## config.mk

```make
export PLATFORM = sky130hd
export DESIGN_NAME = aes_core_arbiter
export DESIGN_NICKNAME = d
export VERILOG_FILES = /design/src/rtl/aes_pkg.sv /design/src/rtl/rr_arbiter2.sv /design/src/rtl/aes_core_arbiter.sv
export SDC_FILE = /design/constraint.sdc
export NUM_CORES = 1
export LEC_CHECK = 0
export CAP_MARGIN = 20
export CORE_AREA = 3 3 408 410
export DETAILED_ROUTE_END_ITERATION = 10
export DIE_AREA = 0 0 411 413
export HOLD_SLACK_MARGIN = 0.15
export PLACE_DENSITY_LB_ADDON = 0.12
export SLEW_MARGIN = 20
export SYNTH_ARGS = -nofsm -noshare
export SYNTH_HDL_FRONTEND = slang
export SYNTH_HIERARCHICAL = 1
export SYNTH_SLANG_ARGS = --single-unit
```

## constraint.sdc

```tcl
create_clock -name clk -period 2.8 [get_ports clk]
set_input_delay 0.56 -clock clk [delete_from_list [all_inputs] [get_ports clk]]
set_output_delay 0.56 -clock clk [all_outputs]
set_load 0.02 [all_outputs]
```

## src/rtl/aes_pkg.sv

```systemverilog
// Shared definitions for the AES core arbiter: block width and FSM state encoding.
package aes_pkg;

  localparam int AES_BLOCK_W = 128;

  typedef enum logic [1:0] {
    IDLE  = 2'b00,
    ISSUE = 2'b01,
    BUSY  = 2'b10,
    RESP  = 2'b11
  } arb_state_e;

endpackage

```

## src/rtl/rr_arbiter2.sv

```systemverilog
// Combinational two-way round-robin pick: a lone requester wins, ties go to ptr.
module rr_arbiter2 (
  input  logic [1:0] req,
  input  logic       ptr,
  output logic [1:0] gnt,
  output logic       gnt_idx
);

  // Select the winning index, then expand it to a one-hot grant.
  always_comb begin
    gnt_idx = 1'b0;
    case (req)
      2'b01:   gnt_idx = 1'b0;
      2'b10:   gnt_idx = 1'b1;
      2'b11:   gnt_idx = ptr;
      default: gnt_idx = 1'b0;
    endcase
    if (req == 2'b00) begin
      gnt = 2'b00;
    end else begin
      gnt = gnt_idx ? 2'b10 : 2'b01;
    end
  end

endmodule

```

## src/rtl/aes_core_arbiter.sv

```systemverilog
// Shares one AES-128 core between two valid/ready requesters, round-robin,
// with a watchdog that abandons a job if the core never reports done.
module aes_core_arbiter
  import aes_pkg::*;
#(
  parameter int TIMEOUT_CYCLES = 32,
  parameter int CNT_W          = 6
) (
  input  logic                   clk,
  input  logic                   reset,
  input  logic [1:0]             req_valid,
  output logic [1:0]             req_ready,
  input  logic [AES_BLOCK_W-1:0] req_data0,
  input  logic [AES_BLOCK_W-1:0] req_data1,
  input  logic [AES_BLOCK_W-1:0] req_key0,
  input  logic [AES_BLOCK_W-1:0] req_key1,
  output logic [1:0]             rsp_valid,
  input  logic [1:0]             rsp_ready,
  output logic [AES_BLOCK_W-1:0] rsp_data,
  output logic                   core_start,
  output logic [AES_BLOCK_W-1:0] core_data,
  output logic [AES_BLOCK_W-1:0] core_key,
  input  logic                   core_done,
  input  logic [AES_BLOCK_W-1:0] core_result,
  output logic                   timeout_err
);

  localparam logic [CNT_W-1:0] CNT_MAX = {CNT_W{1'b1}};
  localparam logic [CNT_W-1:0] EXPIRE  = CNT_W'(TIMEOUT_CYCLES - 1);

  arb_state_e             state_q, state_d;
  logic                   rr_ptr_q, rr_ptr_d;
  logic                   owner_q, owner_d;
  logic [AES_BLOCK_W-1:0] op_data_q, op_data_d;
  logic [AES_BLOCK_W-1:0] op_key_q, op_key_d;
  logic [AES_BLOCK_W-1:0] rsp_q, rsp_d;
  logic [CNT_W-1:0]       cnt_q, cnt_d;
  logic                   timeout_err_q, timeout_err_d;
  logic [CNT_W-1:0]       cnt_inc;
  logic [1:0]             gnt;
  logic                   gnt_idx;

  rr_arbiter2 u_rr (
    .req     (req_valid),
    .ptr     (rr_ptr_q),
    .gnt     (gnt),
    .gnt_idx (gnt_idx)
  );

  // Saturating increment; expiry forces BUSY to exit long before the counter tops out.
  assign cnt_inc = (cnt_q == CNT_MAX) ? cnt_q : cnt_q + CNT_W'(1);

  // State and datapath registers.
  always_ff @(posedge clk or negedge reset) begin
    if (!reset) begin
      state_q       <= IDLE;
      rr_ptr_q      <= 1'b0;
      owner_q       <= 1'b0;
      op_data_q     <= {AES_BLOCK_W{1'b0}};
      op_key_q      <= {AES_BLOCK_W{1'b0}};
      rsp_q         <= {AES_BLOCK_W{1'b0}};
      cnt_q         <= {CNT_W{1'b0}};
      timeout_err_q <= 1'b0;
    end else begin
      state_q       <= state_d;
      rr_ptr_q      <= rr_ptr_d;
      owner_q       <= owner_d;
      op_data_q     <= op_data_d;
      op_key_q      <= op_key_d;
      rsp_q         <= rsp_d;
      cnt_q         <= cnt_d;
      timeout_err_q <= timeout_err_d;
    end
  end

  // Next-state and datapath update.
  always_comb begin
    state_d       = state_q;
    rr_ptr_d      = rr_ptr_q;
    owner_d       = owner_q;
    op_data_d     = op_data_q;
    op_key_d      = op_key_q;
    rsp_d         = rsp_q;
    cnt_d         = cnt_q;
    timeout_err_d = timeout_err_q;
    case (state_q)
      IDLE: begin
        if (|req_valid) begin
          owner_d   = gnt_idx;
          op_data_d = gnt_idx ? req_data1 : req_data0;
          op_key_d  = gnt_idx ? req_key1 : req_key0;
          state_d   = ISSUE;
        end else begin
          state_d = IDLE;
        end
      end
      ISSUE: begin
        cnt_d   = {CNT_W{1'b0}};
        state_d = BUSY;
      end
      BUSY: begin
        cnt_d = cnt_inc;
        // A done arriving in the expiry cycle still completes the job.
        if (core_done) begin
          rsp_d   = core_result;
          state_d = RESP;
        end else if (cnt_inc == EXPIRE) begin
          timeout_err_d = 1'b1;
          rr_ptr_d      = ~owner_q;
          state_d       = IDLE;
        end else begin
          state_d = BUSY;
        end
      end
      RESP: begin
        if (rsp_ready[owner_q]) begin
          rr_ptr_d = ~owner_q;
          state_d  = IDLE;
        end else begin
          state_d = RESP;
        end
      end
      default: state_d = IDLE;
    endcase
  end

  // Handshake and control outputs decoded from the current state.
  always_comb begin
    req_ready  = 2'b00;
    rsp_valid  = 2'b00;
    core_start = 1'b0;
    case (state_q)
      IDLE:    req_ready  = gnt;
      ISSUE:   core_start = 1'b1;
      BUSY:    core_start = 1'b0;
      RESP:    rsp_valid  = owner_q ? 2'b10 : 2'b01;
      default: core_start = 1'b0;
    endcase
  end

  assign rsp_data    = rsp_q;
  assign core_data   = op_data_q;
  assign core_key    = op_key_q;
  assign timeout_err = timeout_err_q;

endmodule

```

* After elaboration in Yosys (flattened, before gate mapping) *
Cells that the tools add are included.

word-level totals
  register bits after elaboration = 395
  output and inout port bits = 390
  word-level logic and storage cells = 53

cells by class
  add/sub/neg operators = 1
  magnitude comparators = 1
  eq/ne operators = 10
  multiplexer cells = 22
  bitwise operators = 2
  reduce and logical (&&, ||, !) cells = 9

operators with widths
  kind                                                         count
  two-way mux 128 bit                                          2
  two-way mux 2 bit                                            8
  case mux 6 bit (2 select lines)                              1
  == test 2 bit (second input constant)                        4
  case mux 2 bit (4 select lines)                              1
  two-way mux 1 bit                                            7
  adder 6 x 1 -> 6 bit (second input constant)                 1
  == test 6 x 5 -> 1 bit (second input constant)               1
  == test 6 bit (second input constant)                        1
  two-way mux 6 bit                                            1
  != test 2 bit (second input constant)                        3
  zero test 2 bit                                              2
  case mux 1 bit (2 select lines)                              2
  AND reduction 2 bit                                          2
  AND reduction 4 bit                                          1
  nonzero test 2 bit                                           2
  AND reduction 3 bit                                          1
  == test 2 x 1 -> 1 bit (second input constant)               1
  less-than comparator 1 x 2 -> 1 bit (second input constant)  1
  inverter 1 bit                                               2
  OR reduction 2 bit                                           1

* Logic depth before layout (Yosys ltp) *
  depth in word-level cells = 6
  mapped depth = 9
  depth with buffers taken out = 6

* Modules after synthesis *
Netlist, hierarchy kept.

by module, submodules not included
  module            times used  cells each  area each (µm²)  sequential area each (µm²)
  aes_core_arbiter  1           1,459       17,142.7         9,884.5
  rr_arbiter2       1           4           26.3             0.0

* Least setup slack after synthesis *
Ideal clock, no wire load.

  kind = register to register
  from = reg state_q[0]
  to = reg rsp_q[118] (netlist: rsp_data[118])
  setup time = 125 ps
  arrival = 1,571 ps
  setup slack = 1,104 ps
  cell stages (with the launch flop) = 8
  path buffers = 3
  clock period less this slack = 1,696 ps
  cells stage by stage = dfrtp_1 > inv_1 > ha_1 > buf_2 > nand2_1 > buf_2 > buf_4 > mux2_2

on the way
  cells in the longest elaborated chain, start to end = 2

ends and longest elaborated chain
  what                                  line                    text
  from (decl)                           aes_core_arbiter.sv:31  arb_state_e state_q, state_d;
  from (signal assigned)                aes_core_arbiter.sv:65  state_q <= state_d;
  == test 2 bit                         aes_core_arbiter.sv:86  case (state_q)
  AND reduction 2 bit (no source line)  --
  to (signal assigned)                  aes_core_arbiter.sv:61  rsp_q <= {AES_BLOCK_W{1'b0}};
  to (signal assigned)                  aes_core_arbiter.sv:70  rsp_q <= rsp_d;
  to (decl)                             aes_core_arbiter.sv:36  logic [AES_BLOCK_W-1:0] rsp_q, rsp_d;

No other way between the ends.
A chain may end at the register's enable or synchronous reset.

* Worst setup path in the final report *
  from = reg state_q[1]
  to = out rsp_valid[0]

on the way
  cells in the longest elaborated chain, start to end = 2

ends and longest elaborated chain
  what               line                     text
  == test 2 bit      aes_core_arbiter.sv:132  case (state_q)
  two-way mux 2 bit  aes_core_arbiter.sv:132
  to (decl)          aes_core_arbiter.sv:17   output logic [1:0] rsp_valid,

No other way between the ends.

==> results.md <==
* Total number of placement rows at 148
* Post-DR vias/cell at 3.251
* Required arrival time at the worst endpoint at 2.24 ns
* Critical Path End Type: output port
* Vertical die dimension at 413 µm
* Final worst clock skew at 0.02489 ns
* Highest ir drop seen on vdd at 0.3910 mV
* Arrival time reported for the critical path endpoint at 2.04 ns
* Cell with the most instances after synthesis: sky130_fd_sc_hd__dfrtp_1
* Core Area at 162800 µm²
* Logic pwr share at 49.6%
* Yosys Warn Count at 6
* Clock transition time at the flip-flop clock pins of the worst setup and hold paths at 0.05 ns
* RSZ-0062 raised after global routing: false
* Total negative slack for setup checks at 0 ns
* Clock power share at 21.3%
* Dpl hpwl at 84650 µm
* Async SR Flop Fraction at 100.0%
* Count of input and output buffers at 1036
* Initial core utilization at 10.55%
* Share of total power consumed by net switching at 40.21%
* Endpoint of the worst setup timing path: rsp_valid[0]
* Layout cells sized above 1 at 11.68%
* Leading post-synthesis cells by cell area: sky130_fd_sc_hd__dfrtp_1 (58%), sky130_fd_sc_hd__mux2i_1 (15%), sky130_fd_sc_hd__mux2_2 (8.5%)
* Bufs on Longest Clock Path at 3
* Vias in the first global route at 16710
* Worst rel slew slack at 47.90%
* Final net count at 3178
* Beginning of the critical path: state_q[1]
* Worst path top cell family by delay: buffers and inverters
* Setup slack on the worst flop-to-flop path at 0.80 ns
* Antenna viol nets, final at 0
* Count of non-filler cells in the finished layout at 4764
* Global placement routability congestion at 0.8925
* Die width at 411 µm
* Cell leakage power at 13.33 nW
* Cells along the critical path: ha_1 -> nor2b_1 -> clkdlybuf4s50_1
* Number of design rule violations left after detail routing at 0
* Critical-path cell with the highest stage delay: sky130_fd_sc_hd__clkdlybuf4s50_1
* Sequential-to-total area share from yosys stat at 57.57%
* Pwr dens at 1074 nW/µm²
* H-tree depth at 2
* Fin. Hold Viols at 0
* TritonCTS Buffers at 56
* Clock Sink Count at 395
* Filler cell count at 17710
* Commonest cells in the netlist: sky130_fd_sc_hd__dfrtp_1 (395), sky130_fd_sc_hd__nand2_1 (265), sky130_fd_sc_hd__mux2i_1 (259)
* I/O pin count at 1037
* Power Internal at 20.85 mW
* Number of cells on the critical path at 3
* Crit path buf inv count at 1
* FF+latch area at 9884 µm²
* Top FF cell, synth: sky130_fd_sc_hd__dfrtp_1
* Finish-stage setup viols at 0
* Root buffer selected by CTS: sky130_fd_sc_hd__clkbuf_16
* P&R area growth vs syn at 89.07%
* Final min period at 2.603 ns
* Area leader, netlist: sky130_fd_sc_hd__dfrtp_1
* Number of cells in the design after placement at 4641
* Post-DR wirelength/cell at 21.60 µm
* Switching power summed over all nets at 14.02 mW
* Antenna violations before repair at 48
* First-pass GRT wire length at 137600 µm
* Worst Setup Start Kind: flip-flop
* First DRT Iteration DRCs at 551
* Largest net degree at the start of global routing at 87
* Type of the tightest min-delay check: flip-flop to flip-flop
* Slew at the pin with the worst max-slew slack at 0.7815 ns
* Gr ovfl total at 0
* CTS tree: yes
* Outcome: finished, final reports clean
* Crit share post-route at 92.97%
* Post-synth cell types at 34
* Proportion of power drawn by flip-flops and latches at 29.2%
* Post-Synthesis Cells at 1463
* Slowest cell delay on critical path at 0.65 ns
* Combined area of the multi-input logic cells at 6721 µm²
* Aggregate global-route resource usage at 11.55%
* Total iterations of the first detailed-routing run at 7
* Critical setup path kind: flip-flop to output port
* Worst-Skew Late Latency at 0.65 ns
* Count of state elements after synthesis at 395
* Reg2Reg Launch Point: state_q[0]
* Worst r2r path cells at 5
* Avg Cell Area, Syn at 11.74 µm²
* Floorplan die area at 169700 µm²
* End of the worst register-to-register path: rsp_data[53]
* Mapped cell area at 17170 µm²
* Routed Wire Length at 102900 µm
* DR vias at 15490
* Maximum operating frequency at 384.1 MHz
* Number of max-cap violations at 0
* Final-report max-slew violation count at 0
* Yosys top cell area share at 57.57%
* CP max FO at 5
* Post-synth EDFFs at 0
* Mapped Nets at 2116
## power by group through the flow
| stage | combinational, mW | sequential [mW] | clock [mW] |
|---|---|---|---|
| detailed placement | 17.7 | 10.3 | 0 |
| CTS | 17.8 | 10.2 | 7.87 |
| global route | 18.5 | 10.5 | 8.06 |
| finish | 17.3 | 10.2 | 7.42 |
| floorplan | 4.67 | 13.3 | 0 |
| global placement | 17.7 | 10.2 | 0 |
## worst min-delay path by stage
stage	start	cells past startpoint	slack [ns]	endpoint
4_1_cts	core_result[64]	2	0.44	rsp_data[64]
2_1_floorplan	reset	0	0.26	cnt_q[0]
6_report	core_data[54]	2	0.47	core_data[54]
3_5_place_dp	timeout_err	1	0.46	timeout_err
5_1_grt	core_result[80]	2	0.47	rsp_data[80]
3_3_place_gp	core_key[75]	2	0.46	core_key[75]
## cells by family after synthesis
family / after synthesis / synth area share (%)
compound gates: 279 / 8.366
fa+ha+maj: 6 / 0.4372
buf+inv: 106 / 3.403
flops: 395 / 57.57
mux: 388 / 23.56
simple gates: 289 / 6.661
## layer usage
| layer | global-route usage [%] | vias up | part of all wire (%) |
|---|---|---|---|
| met5 | 0 | - | 0.17 |
| met4 | 3.928 | 26 | 3.0 |
| met3 | 5.029 | 155 | 9.9 |
| met2 | 21.22 | 669 | 53 |
| met1 | 11.56 | 7395 | 34 |
| li1 | - | 7243 | - |
## per-stage QoR
stage	area (µm²)	worst slack [ns]	util, %	hold WS [ns]	power [mW]
finish	32460	0.1968	19.94	0.4746	34.87
detailed placement	30520	0.09673	18.75	0.4609	28.02
floorplan	17170	1.104	-	0.2644	17.95
global placement	30520	0.1101	18.75	0.4627	27.94
global route	32420	0.07719	19.92	0.4716	37.11
CTS	32410	0.08689	19.91	0.4433	35.88
## placed cells by master (no fill, tap or decap), types with 2 or more instances in the layout
cell                                 n
sky130_fd_sc_hd__nor2_1              4
sky130_fd_sc_hd__bufinv_16           4
sky130_fd_sc_hd__nand3_1             4
sky130_fd_sc_hd__clkinv_2           11
sky130_fd_sc_hd__a21oi_1             8
sky130_fd_sc_hd__dfrtp_1           395
sky130_fd_sc_hd__o21ai_1            47
sky130_fd_sc_hd__clkbuf_8           14
sky130_fd_sc_hd__dlygate4sd2_1       2
sky130_fd_sc_hd__buf_4              47
sky130_fd_sc_hd__ha_1                5
sky130_fd_sc_hd__mux2_2            129
sky130_fd_sc_hd__nand2_1           264
sky130_fd_sc_hd__clkbuf_1           11
sky130_fd_sc_hd__a22o_1              2
sky130_fd_sc_hd__o21ai_0           213
sky130_fd_sc_hd__mux2i_1           259
sky130_fd_sc_hd__clkinvlp_4          2
sky130_fd_sc_hd__buf_12             24
sky130_fd_sc_hd__inv_1               5
sky130_fd_sc_hd__a31oi_1             2
sky130_fd_sc_hd__nor2b_1             2
sky130_fd_sc_hd__and3_1              2
sky130_fd_sc_hd__diode_2            20
sky130_fd_sc_hd__clkbuf_16          56
sky130_fd_sc_hd__a21boi_0            2
sky130_fd_sc_hd__and2_1              3
sky130_fd_sc_hd__clkdlybuf4s50_1  1030
## state kept, by name, indices dropped and copies added (netlist names)
name	flops
owner_q	1
core_data	128
core_key	128
rr_ptr_q	1
state_q	2
rsp_data	128
timeout_err	1
cnt_q	6
## worst reg2reg max path, cell delays in order, from the launching register on
cell                      delay, ns
sky130_fd_sc_hd__dfrtp_1       0.40
sky130_fd_sc_hd__inv_1         0.10
sky130_fd_sc_hd__ha_1          0.35
sky130_fd_sc_hd__nand2_4       0.25
sky130_fd_sc_hd__buf_12        0.33
sky130_fd_sc_hd__mux2_2        0.47
## area by class of cell
type	count	area share (%)
repair buffers	1105	34.46
clock inverters	21	0.7516
inverters	5	0.05782
well taps	2175	8.383
diodes	20	0.1542
multi-input cells	962	20.71
clock buffers	81	5.038
flip-flops and latches	395	30.45
## repair_timing
item	in CTS	in global routing
setup endpoints to repair	2	0
gates resized for setup	3	0
hold buffers	1	0
setup buffers	0	0
endpoints found under the hold margin	37	0
(Power assumes the default switching activity.)
==> variant 1 (config.mk and constraints unchanged) <==
The parameter `TIMEOUT_CYCLES` goes from 32 to 16.
--- a/src/rtl/aes_core_arbiter.sv
+++ b/src/rtl/aes_core_arbiter.sv
@@ -3,7 +3,7 @@
 module aes_core_arbiter
   import aes_pkg::*;
 #(
-  parameter int TIMEOUT_CYCLES = 32,
+  parameter int TIMEOUT_CYCLES = 16,
   parameter int CNT_W          = 6
 ) (
   input  logic                   clk,
Check against the original RTL: not settled (the Yosys comparison gave no result); the edit may change what the design does.
==> variant 1 against the original RTL <==
  * Via count fell by 1.9%
  * Core utilization is essentially flat
  * Combinational power is essentially flat
  * Sequential cell count is the same
  * Synthesized area is 0.11% higher
  * Cell area barely moved
  * Setup slack worse by 38 ps
  * Power about the same
  * Wire length down 6.3%
  * Critical path type unchanged
  * Critical endpoint is now rsp_valid[1]
  * Largest power group unchanged
==> variant 1: results <==
[run_status]
outcome = finished, final reports clean

[synth]
synth_xor_area_frac = 0.000510
synth_compound_area_frac = 0.0854
syn_nets = 2106
yosysUniqueCellTypes = 36
synth_warnings = 6
synth_mux_area_frac = 0.234
yosysSeqAreaShare = 0.575
synthAdderAreaFrac = 0.00364
synth.area.top_cells = dfrtp_1 (58%), mux2i_1 (15%), mux2_2 (8.5%)
synthTopCellsByCount = dfrtp_1 (395), nand2_1 (262), mux2i_1 (256)
synthArstFlopShare = 1.00

[pwr]
vdd_drop_max_mv = 0.478
pwr-share-seq = 0.289
intPower_uw = 21000
leakagePower_uw = 0.0133

[global_routing]
grtUsageMet1 = 0.108
grtUsageMet2 = 0.202
grt_max_degree = 63
antenna_found_initial = 18
use_met3 = 0.0437
grt_pass1_vias = 16700
grt_pass1_wl_mm = 130
track_usage = 0.108

[detailed_routing]
drt_iter0_drc = 371
dr.pass1.iters = 6
viasPerCell = 3.19
wl_mm = 96.4

[worst_hold_path]
holdCritPathClass = reg -> reg

[clock_tree]
cts.clk_slew.worst_paths_ps = 50
clkLatencyLatePin_ps = 660
cts_max_level = 2
numCtsBuffers = 57
clockBufferDepth = 3
cts-root-buf = clkbuf_16
cts_setup_buffers = 0

[critical_path]
worstPathArrival_ps = 2080
crit_fanout = 5

[placed_design]
dp_hpwl_mm = 78.8
gp_congestion = 0.858
post-place-ws_ps = 67.3
portBuffers = 1036

[final_layout]
drive_gt1_frac = 0.120
final_nets = 3176

[timing]
max_slew_margin = 0.573
finalClockSkew_ps = 22.5
[variant 1: changes by cell type after synthesis, sizes merged, moves of 3 or more]
cell	change
a21oi	-3
a211oi	+3
nand2	-3
inv	+3
nand3	-4
mux2i	-3
[variant 1: per-layer routing]
metal | vias to the layer above | wire, um
li1 | 7215 | -
met1 | 7269 | 33200
met2 | 591 | 51800
met5 | - | 49
met4 | 8 | 2460
met3 | 109 | 8940
[variant 1: timing repair]
item	4_1_cts	5_1_grt
hold endpoints to repair	40	0
gates resized for setup	4	0
hold buffers	1	0
endpoints found under the setup margin	3	0
[variant 1: layout make-up]
type	count	area, um2
repair buffers	1112	11200
well taps	2175	2720
multi-input cells	950	6670
clock inverters	18	223
diodes	13	32.5
inverters	8	30.0
fillers	17700	130000
flip-flops and latches	395	9880
clock buffers	88	1710
[variant 1: stage by stage]
step                cell area, um2  hold WS, ps  power (uW)  cells
CTS                          32500          431       36000   4746
finish                       32500          462       34800   4759
global route                 32500          470       37200   4752
detailed placement           30500          458       28000   4639
floorplan                    17200          264       18000   1454
global placement             30500          449       28000   4639
[variant 1: power groups by stage]
stage | combinational (uW) | clock [uW] | sequential (uW)
6_report | 17300 | 7480 | 10100
4_1_cts | 17900 | 7940 | 10100
2_1_floorplan | 4730 | 0 | 13300
5_1_grt | 18600 | 8130 | 10500
3_5_place_dp | 17900 | 0 | 10200
3_3_place_gp | 17900 | 0 | 10100
[variant 1: worst paths after layout]
| path | start | to | slack (ps) | cells past startpoint |
|---|---|---|---|---|
| max in group asynchronous | reset | core_data[107] | 1250 | 3 |
| min reg2reg | timeout_err | timeout_err | 460 | 1 |
| max | state_q[1] | rsp_valid[1] | 160 | 3 |
| min in group asynchronous | reset | core_key[50] | 480 | 2 |
| min | timeout_err | timeout_err | 460 | 1 |
| max reg2reg | rr_ptr_q | core_key[16] | 810 | 6 |
[variant 1: critical path, stage by stage (launching register included)]
cell             delay, ps
dfrtp_1                400
ha_1                   240
and2_1                 140
clkdlybuf4s50_1        660
[variant 1: kinds of logic (layout without fill, tap and decap cells)]
family                   Yosys count  count (layout)
flip-flops                       395             395
multiplexers                     385             385
AO/OA/AOI/OAI                    281             281
AND/OR/NAND/NOR                  278             278
buffers and inverters            109            1226
adder cells (fa/ha/maj)            5               5
XOR/XNOR                           1               1
other                              0              13
==> variant 2 (config.mk and constraints unchanged) <==
Made on the original files. Register the output `timeout_err` once more, cleared by the reset; this adds one clock of latency there. The other outputs are not delayed to match.
--- a/src/rtl/aes_core_arbiter.sv
+++ b/src/rtl/aes_core_arbiter.sv
@@ -141,7 +141,13 @@
   assign rsp_data    = rsp_q;
   assign core_data   = op_data_q;
   assign core_key    = op_key_q;
-  assign timeout_err = timeout_err_q;
+  always_ff @(posedge clk or negedge reset) begin
+    if (!reset) begin
+      timeout_err <= '0;
+    end else begin
+      timeout_err <= timeout_err_q;
+    end
+  end
 
 endmodule
 
Check against the original RTL: not settled (the Yosys comparison gave no result); the edit may change what the design does.
==> variant 2 against the original RTL <==
  * Cell area increased by 0.24%
  * Setup slack improved by 60 ps
  * Sequential cell count increased by 1
  * Power about the same
  * Synthesized area about the same
  * Critical path depth unchanged
  * Register-to-register slack got worse by 20 ps
  * Wire length decreased by 2.9%
  * Sequential share of layout area about the same
  * Die area unchanged
  * Final cell count increased by 0.21%
  * Highest routed layer unchanged
==> variant 2: results <==
[final_layout]
multiInputGateArea_um2 = 6720
buffers_excl_clock = 1113
nNonClkInverters = 6
final_nets = 3188
clock_area_frac = 0.0566
n_antenna_cell = 19
seq_area_frac = 0.305
drive_gt1_frac = 0.119
multi_input_area_share = 0.207
fillers = 17800
clkbuf_count = 89
buffer_area_frac = 0.346
syn_to_final_growth_pct = 89.5

[placed_design]
dp_hpwl_mm = 82.9
post-place-ws_ps = 207
gp_congestion = 0.820
dpl_cell_area_um2 = 30600
dp_cells = 4651

[pwr]
vdd_drop_max_mv = 0.500
power_clock_uw = 7220
p_clk_frac = 0.207
pwr-share-seq = 0.296
leakagePower_uw = 0.0133
sw_frac_of_total = 0.399

[synth]
synth_warnings = 6
synth_xor_area_frac = 0
synthTopCellsByCount = dfrtp_1 (396), nand2_1 (263), mux2i_1 (258)
yosysSeqAreaShare = 0.577
synth_compound_area_frac = 0.0856
synth.area.top_cells = dfrtp_1 (58%), mux2i_1 (15%), mux2_2 (8.5%)
syn_inst = 1465
syn_nets = 2118
synth_mux_area_frac = 0.235
synthAdderAreaFrac = 0.00437
yosysUniqueCellTypes = 36

[detailed_routing]
dr.pass1.iters = 4
wl_per_cell_um = 20.9
drt_iter0_drc = 525
top_layer = met5
wl_mm = 99.9
wl_met2_mm = 51.9
drt-met1-wl_mm = 32.5
viasPerCell = 3.24
wl_met3_mm = 12.0

[critical_path]
r2r-end = rsp_data[51]
crit_path_top_delay_cell = clkdlybuf4s50_1
crit_fanout = 4
critPathMaxStageDelay_ps = 620
rrSetupSlack_ps = 780

[global_routing]
grt_pass1_wl_mm = 134
grt_pass1_vias = 16900
antenna_found_initial = 50
track_usage = 0.112

[clock_tree]
cts-resized-gates = 2
cts.sinks = 396
numCtsBuffers = 56

[timing]
finalClockSkew_ps = 19.2
finalCritPeriodShare = 0.908
max_slew_margin = 0.541

[run_status]
outcome = finished, final reports clean
-- variant 2: cell count changes after synthesis, sizes merged, moves of 2 or more --
cell | before | now
a31oi | 2 | 0
o21ai | 261 | 265
a21oi | 8 | 11
nand2 | 265 | 263
nand3 | 4 | 2
nor2 | 4 | 2
or2 | 2 | 0
-- variant 2: how the worst min path moves through the flow --
| stage | start | end | slack (ps) | cells past startpoint |
|---|---|---|---|---|
| 2_1_floorplan | reset | cnt_q[0] | 260 | 0 |
| 3_3_place_gp | timeout_err_q | timeout_err | 360 | 0 |
| 3_5_place_dp | timeout_err_q | timeout_err | 370 | 0 |
| 4_1_cts | timeout_err_q | timeout_err | 380 | 0 |
| 5_1_grt | timeout_err_q | timeout_err | 400 | 0 |
| 6_report | timeout_err_q | timeout_err | 380 | 0 |
-- variant 2: layer usage --
layer  track usage  vias to the layer above
met2         0.206                      701
met5             0                        -
met1         0.105                     7277
met4        0.0386                       38
li1              -                     7259
met3        0.0602                      176
